File: src/rtl/op_handler_scheduler_if.sv
// Opcode record type and the valid/rdy channel that carries parsed ops
// from the op source into the handler scheduler.
package op_handler_pkg;

    typedef struct packed {
        logic [7:0]  cmd;
        logic [15:0] x;
        logic [15:0] y;
        logic [15:0] feed;
    } op_st;

    localparam logic [7:0] CMD_G00 = 8'd0;
    localparam logic [7:0] CMD_G01 = 8'd1;
    localparam logic [7:0] CMD_G02 = 8'd2;
    localparam logic [7:0] CMD_G03 = 8'd3;
    localparam logic [7:0] CMD_G90 = 8'd90;
    localparam logic [7:0] CMD_G91 = 8'd91;

endpackage

interface op_handler_scheduler_if;
    import op_handler_pkg::*;

    op_st op_in;
    logic op_valid;
    logic op_rdy;

    modport master (output op_in, output op_valid, input op_rdy);
    modport slave  (input op_in, input op_valid, output op_rdy);

endinterface

File: src/rtl/op_handler_scheduler.sv
// Latches one op at a time, triggers the handler chosen by its cmd and waits
// for that handler's done, with a watchdog and a completed-op counter.
//
// state     | meaning
// IDLE      | op_rdy high, waiting for op_valid
// WAIT_RDY  | op latched, waiting for the selected handler's rdy
// TRIGGER   | selected trigger high for this single cycle
// WAIT_DONE | waiting for selected done, watchdog running
module op_handler_scheduler
    import op_handler_pkg::*;
#(
    parameter int unsigned TIMEOUT_CYCLES = 4096,
    parameter int unsigned CNT_WIDTH      = 16
) (
    input  logic                      clk,
    input  logic                      reset,
    op_handler_scheduler_if.slave     op_bus,
    output op_st                      cur_op,
    output logic                      lin_trigger,
    input  logic                      lin_rdy,
    input  logic                      lin_done,
    output logic                      circ_trigger,
    input  logic                      circ_rdy,
    input  logic                      circ_done,
    output logic                      dummy_trigger,
    input  logic                      dummy_rdy,
    input  logic                      dummy_done,
    input  logic                      clear_err,
    output logic                      busy,
    output logic                      timeout_err,
    output logic [CNT_WIDTH-1:0]      ops_done_count
);

    localparam int WD_W = $clog2(TIMEOUT_CYCLES) + 1;
    localparam logic [WD_W-1:0] WD_LAST = WD_W'(TIMEOUT_CYCLES - 1);

    typedef enum logic [1:0] {IDLE, WAIT_RDY, TRIGGER, WAIT_DONE} state_t;
    typedef enum logic [1:0] {SEL_LIN, SEL_CIRC, SEL_DUMMY} sel_t;

    state_t          state;
    sel_t            sel;
    logic            sel_rdy;
    logic            sel_done;
    logic            wd_expired;
    logic            timeout_set;
    logic            op_rdy_q;
    logic [WD_W-1:0] wd_cnt;

    assign op_bus.op_rdy = op_rdy_q;

    // Routing looks only at the latched op so op_in may change freely after accept.
    always_comb begin
        sel = SEL_DUMMY;
        case (cur_op.cmd)
            CMD_G00, CMD_G01: sel = SEL_LIN;
            CMD_G02, CMD_G03: sel = SEL_CIRC;
            default:          sel = SEL_DUMMY;
        endcase
        sel_rdy  = 1'b0;
        sel_done = 1'b0;
        case (sel)
            SEL_LIN: begin
                sel_rdy  = lin_rdy;
                sel_done = lin_done;
            end
            SEL_CIRC: begin
                sel_rdy  = circ_rdy;
                sel_done = circ_done;
            end
            default: begin
                sel_rdy  = dummy_rdy;
                sel_done = dummy_done;
            end
        endcase
    end

    assign wd_expired  = (TIMEOUT_CYCLES != 0) && (wd_cnt == WD_LAST);
    assign timeout_set = (state == WAIT_DONE) && !sel_done && wd_expired;

    always_ff @(posedge clk or posedge reset) begin
        if (reset) begin
            state          <= IDLE;
            op_rdy_q       <= 1'b1;
            busy           <= 1'b0;
            lin_trigger    <= 1'b0;
            circ_trigger   <= 1'b0;
            dummy_trigger  <= 1'b0;
            timeout_err    <= 1'b0;
            ops_done_count <= '0;
            cur_op         <= '0;
            wd_cnt         <= '0;
        end else begin
            case (state)
                IDLE: begin
                    if (op_bus.op_valid) begin
                        cur_op   <= op_bus.op_in;
                        op_rdy_q <= 1'b0;
                        busy     <= 1'b1;
                        state    <= WAIT_RDY;
                    end
                end
                WAIT_RDY: begin
                    if (sel_rdy) begin
                        lin_trigger   <= (sel == SEL_LIN);
                        circ_trigger  <= (sel == SEL_CIRC);
                        dummy_trigger <= (sel == SEL_DUMMY);
                        state         <= TRIGGER;
                    end
                end
                TRIGGER: begin
                    lin_trigger   <= 1'b0;
                    circ_trigger  <= 1'b0;
                    dummy_trigger <= 1'b0;
                    wd_cnt        <= '0;
                    state         <= WAIT_DONE;
                end
                WAIT_DONE: begin
                    if (sel_done) begin
                        ops_done_count <= ops_done_count + CNT_WIDTH'(1);
                        op_rdy_q       <= 1'b1;
                        busy           <= 1'b0;
                        state          <= IDLE;
                    end else if (wd_expired) begin
                        op_rdy_q <= 1'b1;
                        busy     <= 1'b0;
                        state    <= IDLE;
                    end else begin
                        wd_cnt <= wd_cnt + WD_W'(1);
                    end
                end
                default: begin
                    lin_trigger   <= 1'b0;
                    circ_trigger  <= 1'b0;
                    dummy_trigger <= 1'b0;
                    op_rdy_q      <= 1'b1;
                    busy          <= 1'b0;
                    state         <= IDLE;
                end
            endcase

            // A watchdog expiry outranks a clear arriving in the same cycle.
            if (timeout_set) begin
                timeout_err <= 1'b1;
            end else if (clear_err) begin
                timeout_err <= 1'b0;
            end
        end
    end

endmodule

File: src/flat_wrapper.sv
// flat-port wrapper written by rule: the top's interface ports become plain ports
module op_handler_scheduler_flat import op_handler_pkg::*;
#(
    parameter int unsigned TIMEOUT_CYCLES = 4096,
    parameter int unsigned CNT_WIDTH      = 16
)
  (clk, reset, cur_op, lin_trigger, lin_rdy, lin_done, circ_trigger, circ_rdy, circ_done, dummy_trigger, dummy_rdy, dummy_done, clear_err, busy, timeout_err, ops_done_count, op_bus_op_in, op_bus_op_valid, op_bus_op_rdy);
  op_handler_scheduler_if op_bus_i ();
  input  logic clk;
  input  logic reset;
  output op_st cur_op;
  output logic lin_trigger;
  input  logic lin_rdy;
  input  logic lin_done;
  output logic circ_trigger;
  input  logic circ_rdy;
  input  logic circ_done;
  output logic dummy_trigger;
  input  logic dummy_rdy;
  input  logic dummy_done;
  input  logic clear_err;
  output logic busy;
  output logic timeout_err;
  output logic [CNT_WIDTH-1:0] ops_done_count;
  input wire logic [$bits(op_bus_i.op_in)-1:0] op_bus_op_in;
  input wire logic [$bits(op_bus_i.op_valid)-1:0] op_bus_op_valid;
  output wire logic [$bits(op_bus_i.op_rdy)-1:0] op_bus_op_rdy;
  assign op_bus_i.op_in = op_bus_op_in;
  assign op_bus_i.op_valid = op_bus_op_valid;
  assign op_bus_op_rdy = op_bus_i.op_rdy;
  op_handler_scheduler #(.TIMEOUT_CYCLES(TIMEOUT_CYCLES), .CNT_WIDTH(CNT_WIDTH)) u_core (.clk(clk), .reset(reset), .op_bus(op_bus_i), .cur_op(cur_op), .lin_trigger(lin_trigger), .lin_rdy(lin_rdy), .lin_done(lin_done), .circ_trigger(circ_trigger), .circ_rdy(circ_rdy), .circ_done(circ_done), .dummy_trigger(dummy_trigger), .dummy_rdy(dummy_rdy), .dummy_done(dummy_done), .clear_err(clear_err), .busy(busy), .timeout_err(timeout_err), .ops_done_count(ops_done_count));
endmodule
File: config.mk
export PLATFORM = sky130hd
export DESIGN_NAME = op_handler_scheduler_flat
export DESIGN_NICKNAME = d
export VERILOG_FILES = /design/src/rtl/op_handler_scheduler_if.sv /design/src/rtl/op_handler_scheduler.sv /design/src/flat_wrapper.sv
export SDC_FILE = /design/constraint.sdc
export NUM_CORES = 1
export LEC_CHECK = 0
export BUFFER_PORTS_ARGS = -buffer_cell sky130_fd_sc_hd__buf_2
export CAP_MARGIN = 10
export CORE_MARGIN = 5
export CORE_UTILIZATION = 28
export DETAILED_ROUTE_END_ITERATION = 8
export HOLD_SLACK_MARGIN = 0.03
export PLACE_DENSITY_LB_ADDON = 0.05
export SLEW_MARGIN = 25
export SYNTH_ARGS = -nofsm -noshare
export SYNTH_HDL_FRONTEND = slang
export SYNTH_SLANG_ARGS = --single-unit
export TNS_END_PERCENT = 100
File: constraint.sdc
create_clock -name clk -period 3.3 [get_ports clk]
set_input_delay 0.495 -clock clk [delete_from_list [all_inputs] [get_ports clk]]
set_output_delay 0.495 -clock clk [all_outputs]
set_load 0.1 [all_outputs]
# After elaboration in Yosys (flattened, before gate mapping)
# Cells that the tools add are included.
# W data, S select, Z words.
[word_totals] ff_bits=93 input_bits=66 out_inout_bits=78
[op_classes] eq_ne=14 muxes=27 addsub=2 n_reduce_logical=18
[op_table] operator="$mux W13" n=2
[op_table] operator="$pmux W13 S2" n=1
[op_table] operator="$add A16 B1 Y16 const B" n=1
[op_table] operator="$eq A8 B2 Y1 const B" n=2
[op_table] operator="$pmux W1 S2" n=7
[op_table] operator="$add A13 B1 Y13 const B" n=1
[op_table] operator="$eq A13 B12 Y1 const B" n=1
[op_table] operator="$mux W1" n=11
[op_table] operator="$reduce_and A3 Y1" n=3
[op_table] operator="$eq A8 B1 Y1 const B" n=1
[op_table] operator="$logic_not A8 Y1" n=1
[op_table] operator="$mux W2" n=4
[op_table] operator="$pmux W2 S4" n=1
[op_table] operator="$reduce_bool A2 Y1" n=4
[op_table] operator="$eq A2 B2 Y1 const B" n=3
[op_table] operator="$ne A2 B2 Y1 const B" n=3
[op_table] operator="$reduce_and A2 Y1" n=3
[op_table] operator="$eq A2 B1 Y1 const B" n=2
[op_table] operator="$logic_not A2 Y1" n=2
[op_table] operator="$pmux W2 S2" n=1
[op_table] operator="$reduce_or A2 Y1" n=2
[op_table] operator="$ne A3 B1 Y1 const B" n=1
[op_table] operator="$logic_and A1 B1 Y1" n=2
[op_table] operator="$ne A2 B1 Y1 const B" n=1
[op_table] operator="$logic_not A1 Y1" n=1

# Longest topological paths before layout
# Gate-level depths: netlist of run 1.
[logic_depth] word_depth=9 ltp_mapped=7 mapped_depth_nobuf=6

# Worst setup path after synthesis of run 1
# Ideal clock, no wire load.
[synth_timing] kind="register -> register" startpoint="register, netlist name u_core.cur_op[49]" endpoint="register u_core.op_rdy_q (netlist: u_core.op_bus.op_rdy)" setup_ns=0.082 arrival_ns=2.474 stages_incl_launch_ff=7 synth_period_minus_slack_ns=2.556 slack_ns=0.744 required_ns=3.218 cell_sequence="dfrtp_1 -> mux2i_1 -> nand2_1 -> mux2_4 -> buf_6 -> o21ai_0 -> mux2_2"
[synth_between] elab_chain_len=7 elab_cells_between_ends=14
[synth_rtl] element="$eq A8 B2 Y1 (tied with other cells)" line_no="op_handler_scheduler.sv:54" source="case (cur_op.cmd)"
[synth_rtl] element="$reduce_or A2 Y1" line_no="op_handler_scheduler.sv:54"
[synth_rtl] element="$pmux W2 S2 *" line_no="op_handler_scheduler.sv:54"
[synth_rtl] element="$eq A2 B1 Y1 / $logic_not A2 Y1 (equally long branches)" line_no="op_handler_scheduler.sv:61" source="case (sel)"
[synth_rtl] element="$pmux W1 S2 *" line_no="op_handler_scheduler.sv:61"
[synth_rtl] element="$ne A3 B1 Y1 (no line) / $mux W1 (equally long branches)"
[synth_rtl] element="$reduce_and A3 Y1 (no line) / $pmux W1 S2 (equally long branches)"
[synth_rtl] element="to (signal assigned)" line_no="op_handler_scheduler.sv:83" source="op_rdy_q <= 1'b1;"
[synth_rtl] element="to (signal assigned)" line_no="op_handler_scheduler.sv:97" source="op_rdy_q <= 1'b0;"
[synth_rtl] element="to (signal assigned)" line_no="op_handler_scheduler.sv:120" source="op_rdy_q <= 1'b1;"
[synth_rtl] element="to (decl)" line_no="op_handler_scheduler.sv:46" source="logic op_rdy_q;"
# Mark *: on every way between the ends. The rest lies on a longest branch, timed or not.
# A chain may end at the register's enable or synchronous reset.

# Worst setup path in the final report of run 1
[layout_timing] startpoint="register, netlist name u_core.cur_op[50]" endpoint="register u_core.state[1]"
[layout_between] elab_chain_len=7 elab_cells_between_ends=16
[layout_rtl] element="$eq A8 B2 Y1 (tied with other cells)" line_no="op_handler_scheduler.sv:54"
[layout_rtl] element="$reduce_or A2 Y1" line_no="op_handler_scheduler.sv:54"
[layout_rtl] element="$pmux W2 S2 *" line_no="op_handler_scheduler.sv:54"
[layout_rtl] element="$eq A2 B1 Y1 / $logic_not A2 Y1 (equally long branches)" line_no="op_handler_scheduler.sv:61"
[layout_rtl] element="$pmux W1 S2" line_no="op_handler_scheduler.sv:61"
[layout_rtl] element="$mux W2 (tied with other cells)" line_no="op_handler_scheduler.sv:118" source="if (sel_done) begin"
[layout_rtl] element="$pmux W2 S4 / $reduce_and A3 Y1 (equally long branches)"
[layout_rtl] element="to (signal assigned)" line_no="op_handler_scheduler.sv:99" source="state <= WAIT_RDY;"
[layout_rtl] element="to (signal assigned)" line_no="op_handler_scheduler.sv:122" source="state <= IDLE;"
[layout_rtl] element="to (signal assigned)" line_no="op_handler_scheduler.sv:126" source="state <= IDLE;"
[layout_rtl] element="to (decl)" line_no="op_handler_scheduler.sv:40" source="state_t state;"
# Marks and branches as above.

==> results of run 1 <==
==> synthesized netlist by cell type <==
| master | number |
|---|---|
| dfrtp_1 | 92 |
| mux2_2 | 61 |
| nand2_1 | 19 |
| mux2i_1 | 13 |
| nand3_1 | 13 |
| nor2_1 | 13 |
| clkbuf_1 | 10 |
| inv_1 | 10 |
| xnor2_1 | 9 |
| and3_1 | 8 |
| nand4_1 | 8 |
| ha_1 | 7 |
| a21oi_1 | 6 |
| xor2_1 | 6 |
| nand2b_1 | 5 |
| nor3_1 | 4 |
| o21ai_0 | 3 |
| a211oi_1 | 2 |
| nand4b_1 | 2 |
| nor2b_1 | 2 |
| o31ai_1 | 2 |
| o41ai_1 | 2 |
| or4_1 | 2 |
| a221oi_1 | 1 |
| a2bb2oi_1 | 1 |
| a31o_2 | 1 |
| a31oi_1 | 1 |
| a41oi_1 | 1 |
| and2_1 | 1 |
| and2_2 | 1 |
| and4b_1 | 1 |
| buf_6 | 1 |
| dfstp_2 | 1 |
| mux2_4 | 1 |
| nand2_2 | 1 |
| nor4_4 | 1 |
| o211ai_1 | 1 |
| o22ai_1 | 1 |
| o311ai_0 | 1 |
==> stage by stage <==
stage	utilization	area, um2
after floorplan	-	4060
after global placement	0.348	5000
after detailed placement	0.348	5000
after CTS	0.367	5270
after global routing	0.367	5270
final	0.367	5270
==> kinds of logic (layout without fill, tap and decap cells) <==
| kind of cell | after synthesis | in the layout | share of synthesized area |
|---|---|---|---|
| AOI/OAI and AO/OA | 23 | 23 | 0.0386 |
| DFF | 93 | 93 | 0.574 |
| xor gates and xnor gates | 15 | 15 | 0.0324 |
| muxes | 75 | 75 | 0.205 |
| buffers and inverters | 21 | 168 | 0.0213 |
| and+or+nand+nor | 81 | 81 | 0.107 |
| adders and majority gates | 7 | 7 | 0.0216 |
==> per-layer routing <==
metal	vias to the layer above	track usage	routed length, um
met5	-	0	32
met4	4	0.0430	180
met2	99	0.175	4370
li1	1400	-	-
met1	1391	0.153	4280
met3	14	0.0753	1110
==> worst max-delay path by stage <==
stage / from / to / slack (ps) / depth (start not counted)
global placement: u_core.cur_op[50] / u_core.state[1] / 1110 / 5
CTS: u_core.cur_op[50] / u_core.state[1] / 1030 / 5
floorplan: reset / u_core.busy / 390 / 1
global route: u_core.cur_op[50] / u_core.state[1] / 850 / 5
detailed placement: u_core.cur_op[50] / u_core.state[1] / 1050 / 5
finish: u_core.cur_op[50] / u_core.state[1] / 1060 / 5
==> cell usage in the layout (no fill, tap or decap), types with 3 or more instances in the layout <==
cell / synthesis / layout
nand3_1: 13 / 13
inv_1: 10 / 9
o21ai_0: 3 / 3
mux2_2: 61 / 61
buf_2: 0 / 143
a21oi_1: 6 / 6
and3_1: 8 / 8
clkbuf_16: 0 / 9
nor3_1: 4 / 4
nand2_1: 19 / 18
nand2b_1: 5 / 5
nor2_1: 13 / 13
mux2i_1: 13 / 13
dfrtp_1: 92 / 92
nand4_1: 8 / 8
ha_1: 7 / 7
xnor2_1: 9 / 9
xor2_1: 6 / 6
==> state kept, by name, indices dropped and copies added (netlist names) <==
register / flops
u_core.dummy_trigger: 1
u_core.wd_cnt: 13
u_core.circ_trigger: 1
u_core.lin_trigger: 1
u_core.busy: 1
u_core.cur_op: 56
u_core.op_bus.op_rdy: 1
u_core.state: 2
u_core.timeout_err: 1
u_core.ops_done_count: 16
==> cell type report <==
class	count	area, um2	area share
multi-input combinational	201	1640	0.312
clock inverter	4	51.3	0.00973
clock buffer	9	225	0.0427
tap	184	230	0.0437
sequential	93	2330	0.442
inverter	10	38.8	0.00736
timing repair buffer	145	756	0.143
==> worst max-delay path, cell delays in order, from the launching register on <==
cell and delay (ps):
dfrtp_1 420, nor4_4 440, nand2_2 150, mux2i_1 300
a221oi_1 440, mux2_2 380
==> metrics, run 1 <==
status complete, no violations; HPWL Detailed 7130 um; nets@finish 533; total CTS buffers 9; Via-to-Cell Ratio 4.50; Die Area 17,000 um2; Seq/Total Area, Yosys 0.574; 1st-iter DRT viols 156; CTS tree yes; worst clock skew 5.93 ps; RSZ-0062 raised after global routing false; num rows 44; post-synthesis cell type count 39; Clock Pin Slew Worst Setup and Hold Paths 60 ps; Core Box Area 14,400 um2; total track usage 0.123; Ys Warns 0; vias 2,908; # diodes 0; CP arrival 2470 ps; dpl cells 633; CP Capture Type flip-flop; largest net degree at the start of global routing 60; Reg2Reg Setup Slack 1060 ps; Final Hold Vio Count 0; Starting Density 0.282; fill count 1,430; fin cells 646; Hold Crit Class in2async; critical path class reg2reg; die width 130 um; slew at the pin closest to its max-slew limit 718 ps; Max Root-Sink Buffers 2; synthesized flop and latch total 93; # DRC 0; fin crit period 2240 ps; worst skew pair latency 340 ps; vias in the first global route 3,003; root buffer cell clkbuf_16; drt pass-1 iters 4; clock tree sinks 93; # H-tree levels 3; CP max FO 8; Slew Viols, Final 0; Final WS setup 1060 ps; Syn-to-layout area delta 30.0%; fin crit share 0.679; startpoint types flip-flop; Post-DRT Antenna Nets 0; quantity of hold-fixing buffers added after cts 0; terminus of the critical flop-to-flop path u_core.state[1]; final WL 9970 um; Post-Syn Nets 388; I/O pin cnt 144; post-cts resize count 0; global-route wire length before repair 16,000 um; layout cells sized above 1 0.491; gpl congestion 0.743; DP Worst Slack 1050 ps; port buffer count 143; R2R depth 5; Max Clk Rate 446 MHz; slew margin rel. 0.519; MaxCap Viol Count 0; post-synth top area share 0.568; Mapped Cells 315; postcts setup bufs 0; Crit path required time 3530 ps; GRT Residual Overflow 0; WHS 231 ps; mapped cell area 4060 um2; syn_area_per_cell 12.9 um2; ranking of synthesized cells by area dfrtp_1, mux2_2, mux2i_1, ha_1, xnor2_1; final setup vio count 0; DIE HEIGHT 130 um; Synth area leader dfrtp_1; RR Startpoint u_core.cur_op[50]; initial antenna violation count 2; wire per inst 15.4 um; final setup TNS 0 ps
Power of run 1 is left out: the tool's default activity adds up to more than one toggle a clock period on the data nets, which glitch-free logic cannot reach.
==> run 2: changes to the inputs <==
- clock period: 3.3 -> 2.3 ns (I/O delays scaled with it)
==> metrics, run 2 (same netlist as run 1, synthesis figures left out) <==
status complete, no violations; most frequent cells in the layout buf_2, dfrtp_1, mux2_2; # DRC 0; Top reg by flops u_core.cur_op; wire per inst 15.3 um; Syn-to-layout area delta 32.6%; DIE HEIGHT 130 um; total CTS buffers 9; Reg2Reg Setup Slack 190 ps; # H-tree levels 3; 1st-iter DRT viols 90; final instance area 5380 um2; drt pass-1 iters 4; max reg flops 56; largest net degree at the start of global routing 94; commonest non-fill, non-tap cell in the layout buf_2; CP top delay family multiplexers; global-route wire length before repair 16,000 um; root buffer cell clkbuf_16; Core Box Area 14,400 um2; slew at the pin closest to its max-slew limit 678 ps; clock tree sinks 93; nets@finish 539; Final Hold Vio Count 0; crit path max-delay cell type dfrtp_2; Slew Viols, Final 0; # diodes 0; vias in the first global route 3,060; port buffer count 143; final WL 10,000 um; die width 130 um; Crit path required time 2530 ps; fin crit period 2110 ps; startpoint types flip-flop; GRT Residual Overflow 0; slew margin rel. 0.535; final setup vio count 0; critical path class reg2reg; Clock Pin Slew Worst Setup and Hold Paths 70 ps; CP arrival 2340 ps; total track usage 0.121; Top Registers u_core.cur_op: 56 flops, u_core.ops_done_count: 16 flops, u_core.wd_cnt: 13 flops; Die Area 17,000 um2; Hold Crit Class in2async; HPWL Detailed 7200 um; num rows 44; fin crit share 0.918; vias 2,934; Via-to-Cell Ratio 4.49; Max Root-Sink Buffers 2; Crit path largest cell delay 410 ps; I/O pin cnt 144; worst clock skew 10.9 ps; Starting Density 0.282; Post-DRT Antenna Nets 0; gpl congestion 0.701; CTS tree yes; MaxCap Viol Count 0; layout cells sized above 1 0.519; RSZ-0062 raised after global routing false; CP Capture Type flip-flop; Placed Area 5050 um2; worst skew pair latency 340 ps; CP Buf/Inv Count 0; initial antenna violation count 0; worst-path cell chain nor2_1 > nand2_2 > mux2i_1 > a221oi_2 > mux2_2; Max Clk Rate 473 MHz; CP max FO 8
-- run 2: cell count changes in the layout (fill, tap and decap cells not counted), sizes merged --
cell      before  now
inv           10    9
clkinvlp       1    3
buf          145  151
bufinv         1    2
-- run 2: worst paths after layout --
check                                          start                         to  depth (start not counted)
min in group clk                           clear_err         u_core.timeout_err                          2
hold / removal                                 reset  u_core.ops_done_count[13]                          3
setup / recovery                   u_core.cur_op[54]            u_core.state[1]                          5
setup reg to reg                   u_core.cur_op[54]            u_core.state[1]                          5
hold reg to reg            u_core.ops_done_count[15]  u_core.ops_done_count[15]                          1
max in group asynchronous                      reset          u_core.cur_op[55]                          3
-- run 2: timing repair --
action | 4_1_cts | 5_1_grt
setup buffers | 0 | 2
setup endpoints to repair | 0 | 2
hold buffers | 0 | 0
gates resized for setup | 0 | 0
-- run 2: cell type report --
type                            count  area, um2
Fill cell                        1444       8990
Sequential cell                    93       2340
Multi-Input combinational cell    201       1650
Clock buffer                        9        225
Clock inverter                      6       88.8
Inverter                           10       41.3
Tap cell                          184        230
Timing Repair Buffer              151        801
-- run 2: worst reg2reg max path: cells and delay by family (launching register included) --
kind,cells,cell delay [ps]
compound gates,1,360
flops,1,410
mux,2,670
simple gates,2,570
-- run 2: per-stage QoR --
stage | hold slack, ps | util | TNS (ps) | std cells | setup WS [ps]
floorplan | 441 | - | -7.51 | 315 | -7.51
global placement | 456 | 0.351 | 0 | 637 | 137
detailed placement | 464 | 0.351 | 0 | 637 | 102
CTS | 174 | 0.373 | 0 | 652 | 108
global route | 196 | 0.374 | 0 | 654 | 52.0
finish | 132 | 0.374 | 0 | 654 | 188
-- run 2: layer usage --
layer / global-route usage / wire length, um / up-vias / part of all wire
li1: - / - / 1422 / -
met1: 0.158 / 4420 / 1401 / 0.44
met2: 0.168 / 4260 / 101 / 0.43
met3: 0.0651 / 1200 / 10 / 0.12
met4: 0.0454 / 137 / 0 / 0.014
met5: 0 / 0 / - / 0
Power of run 2 is left out for the same reason.
==> run 3: changes to the inputs <==
- ABC_AREA: unset -> 1
==> metrics, run 3 <==
status complete, no violations; Core Box Area 15,200 um2; fill count 1,582; multi-input logic area 1830 um2; worst clock skew 4.40 ps; wire per inst 14.7 um; # DRC 0; Core Util, Final 0.366; die width 134 um; synthesized flop and latch total 93; max reg flops 56; Via-to-Cell Ratio 4.42; syn_area_per_cell 10.3 um2; Synth area leader dfrtp_1; WHS 108 ps; RR Startpoint u_core.cur_op[52]; Hold Crit Class in2async; Seq/Total Area, Yosys 0.538; top-count cell post-synth nand2_1; Starting Density 0.285; layout cells sized above 1 0.415; nets@finish 641; worst skew pair latency 350 ps; commonest non-fill, non-tap cell in the layout buf_2; Storage cell area 2330 um2; postcts setup bufs 0; mapped cell area 4330 um2; Max Clk Rate 512 MHz; drt pass-1 iters 4; I/O pin cnt 144; final WL 11,200 um; CP max FO 12; vias 3,366; Max Root-Sink Buffers 2; clock tree sinks 93; fin crit share 0.848; DIE HEIGHT 134 um; CP Capture Type flip-flop; CTS tree yes; RSZ-0062 raised after global routing false; post-cts resize count 0; total track usage 0.128; num rows 45; most frequent cells in the layout buf_2, nand2_1, dfrtp_1; 1st-iter DRT viols 114; Final Hold Vio Count 0; critical path class reg2reg; Slew Viols, Final 0; Die Area 18,100 um2; R2R depth 7; ranking of synthesized cells by area dfrtp_1, mux2_2, nand2_1, xor2_1, nor2_1; port buffer count 143; top cells by count, synth nand2_1, dfrtp_1, mux2_2; Clock Pin Slew Worst Setup and Hold Paths 70 ps; Mapped Cells 420; GRT Residual Overflow 0; final setup vio count 0; global-route wire length before repair 18,100 um; Ys Warns 0; post-synthesis cell type count 30; total CTS buffers 9; fin crit period 1950 ps; post-synth top area share 0.531; Top Registers u_core.cur_op: 56 flops, u_core.ops_done_count: 16 flops, u_core.wd_cnt: 13 flops; terminus of the critical flop-to-flop path u_core.ops_done_count[7]; Post-synth EDFFs 0; asr flop ratio synth 1.00; # H-tree levels 3; MaxCap Viol Count 0; largest net degree at the start of global routing 94; slew at the pin closest to its max-slew limit 759 ps; Syn-to-layout area delta 28.5%; Top reg by flops u_core.cur_op; ys flop type dfrtp_1; slew margin rel. 0.492; Crit path required time 2540 ps; quantity of hold-fixing buffers added after cts 0; Reg2Reg Setup Slack 350 ps; vias in the first global route 3,560; HPWL Detailed 8200 um; gpl congestion 0.770; Post-Syn Nets 493; Post-DRT Antenna Nets 0; initial antenna violation count 2; startpoint types flip-flop; CP arrival 2190 ps; root buffer cell clkbuf_16; final setup TNS 0 ps
-- run 3: cell count changes after synthesis, sizes merged, moves of 6 or more --
cell    previous run  this run
a21oi              6         0
mux2i             13         0
o21ai              3        15
xnor2              9         3
inv               10        29
xor2               6        16
nand2             20       100
and3               8         0
buf                1         9
nor2              13        41
clkbuf            10         2
nand3             13        22
mux2              62        56
-- run 3: layout make-up --
cell class,count,share of cell area
clock inverter,5,0.00652
multi-input combinational,287,0.329
sequential,93,0.418
timing repair buffer,148,0.140
antenna,1,0.000450
clock buffer,11,0.0436
inverter,29,0.0202
tap,188,0.0423
-- run 3: layer usage --
metal  up-vias  part of all wire  GRT usage
met2        98              0.45      0.195
met5         -            0.0024          0
li1       1669                 -          -
met3        16             0.089     0.0551
met4         4             0.018     0.0543
met1      1579              0.44      0.158
-- run 3: logic make-up after synthesis --
logic type	after synthesis	share of synthesized area
fa+ha+maj	7	0.0202
compound gates	17	0.0248
xor+xnor	19	0.0384
mux	56	0.146
flops	93	0.538
buf+inv	40	0.0407
simple gates	188	0.193
-- run 3: worst max path at each step --
| stage | slack [ps] | endpoint | from |
|---|---|---|---|
| 2_1_floorplan | 180 | u_core.ops_done_count[14] | u_core.ops_done_count[0] |
| 5_1_grt | 80 | u_core.ops_done_count[7] | u_core.cur_op[52] |
| 3_3_place_gp | 370 | u_core.ops_done_count[7] | u_core.cur_op[50] |
| 4_1_cts | 310 | u_core.ops_done_count[7] | u_core.cur_op[52] |
| 6_report | 350 | u_core.ops_done_count[7] | u_core.cur_op[52] |
| 3_5_place_dp | 320 | u_core.ops_done_count[7] | u_core.cur_op[52] |
-- run 3: worst max-delay path, cell delays in order (launching register included) --
cell and delay, ps:
dfrtp_1 390, nor2_1 180, nand3_2 140, nand2_1 120, nand2_2 110, nor2_1 600
nand2_1 130, xor2_1 170
-- run 3: through the flow --
stage / setup WS (ps) / area, um2 / std cells
4_1_cts: 309 / 5560 / 761
2_1_floorplan: 176 / 4340 / 420
5_1_grt: 81.3 / 5560 / 761
3_5_place_dp: 318 / 5280 / 745
3_3_place_gp: 370 / 5280 / 745
6_report: 349 / 5570 / 762
Power of run 3 is left out for the same reason.
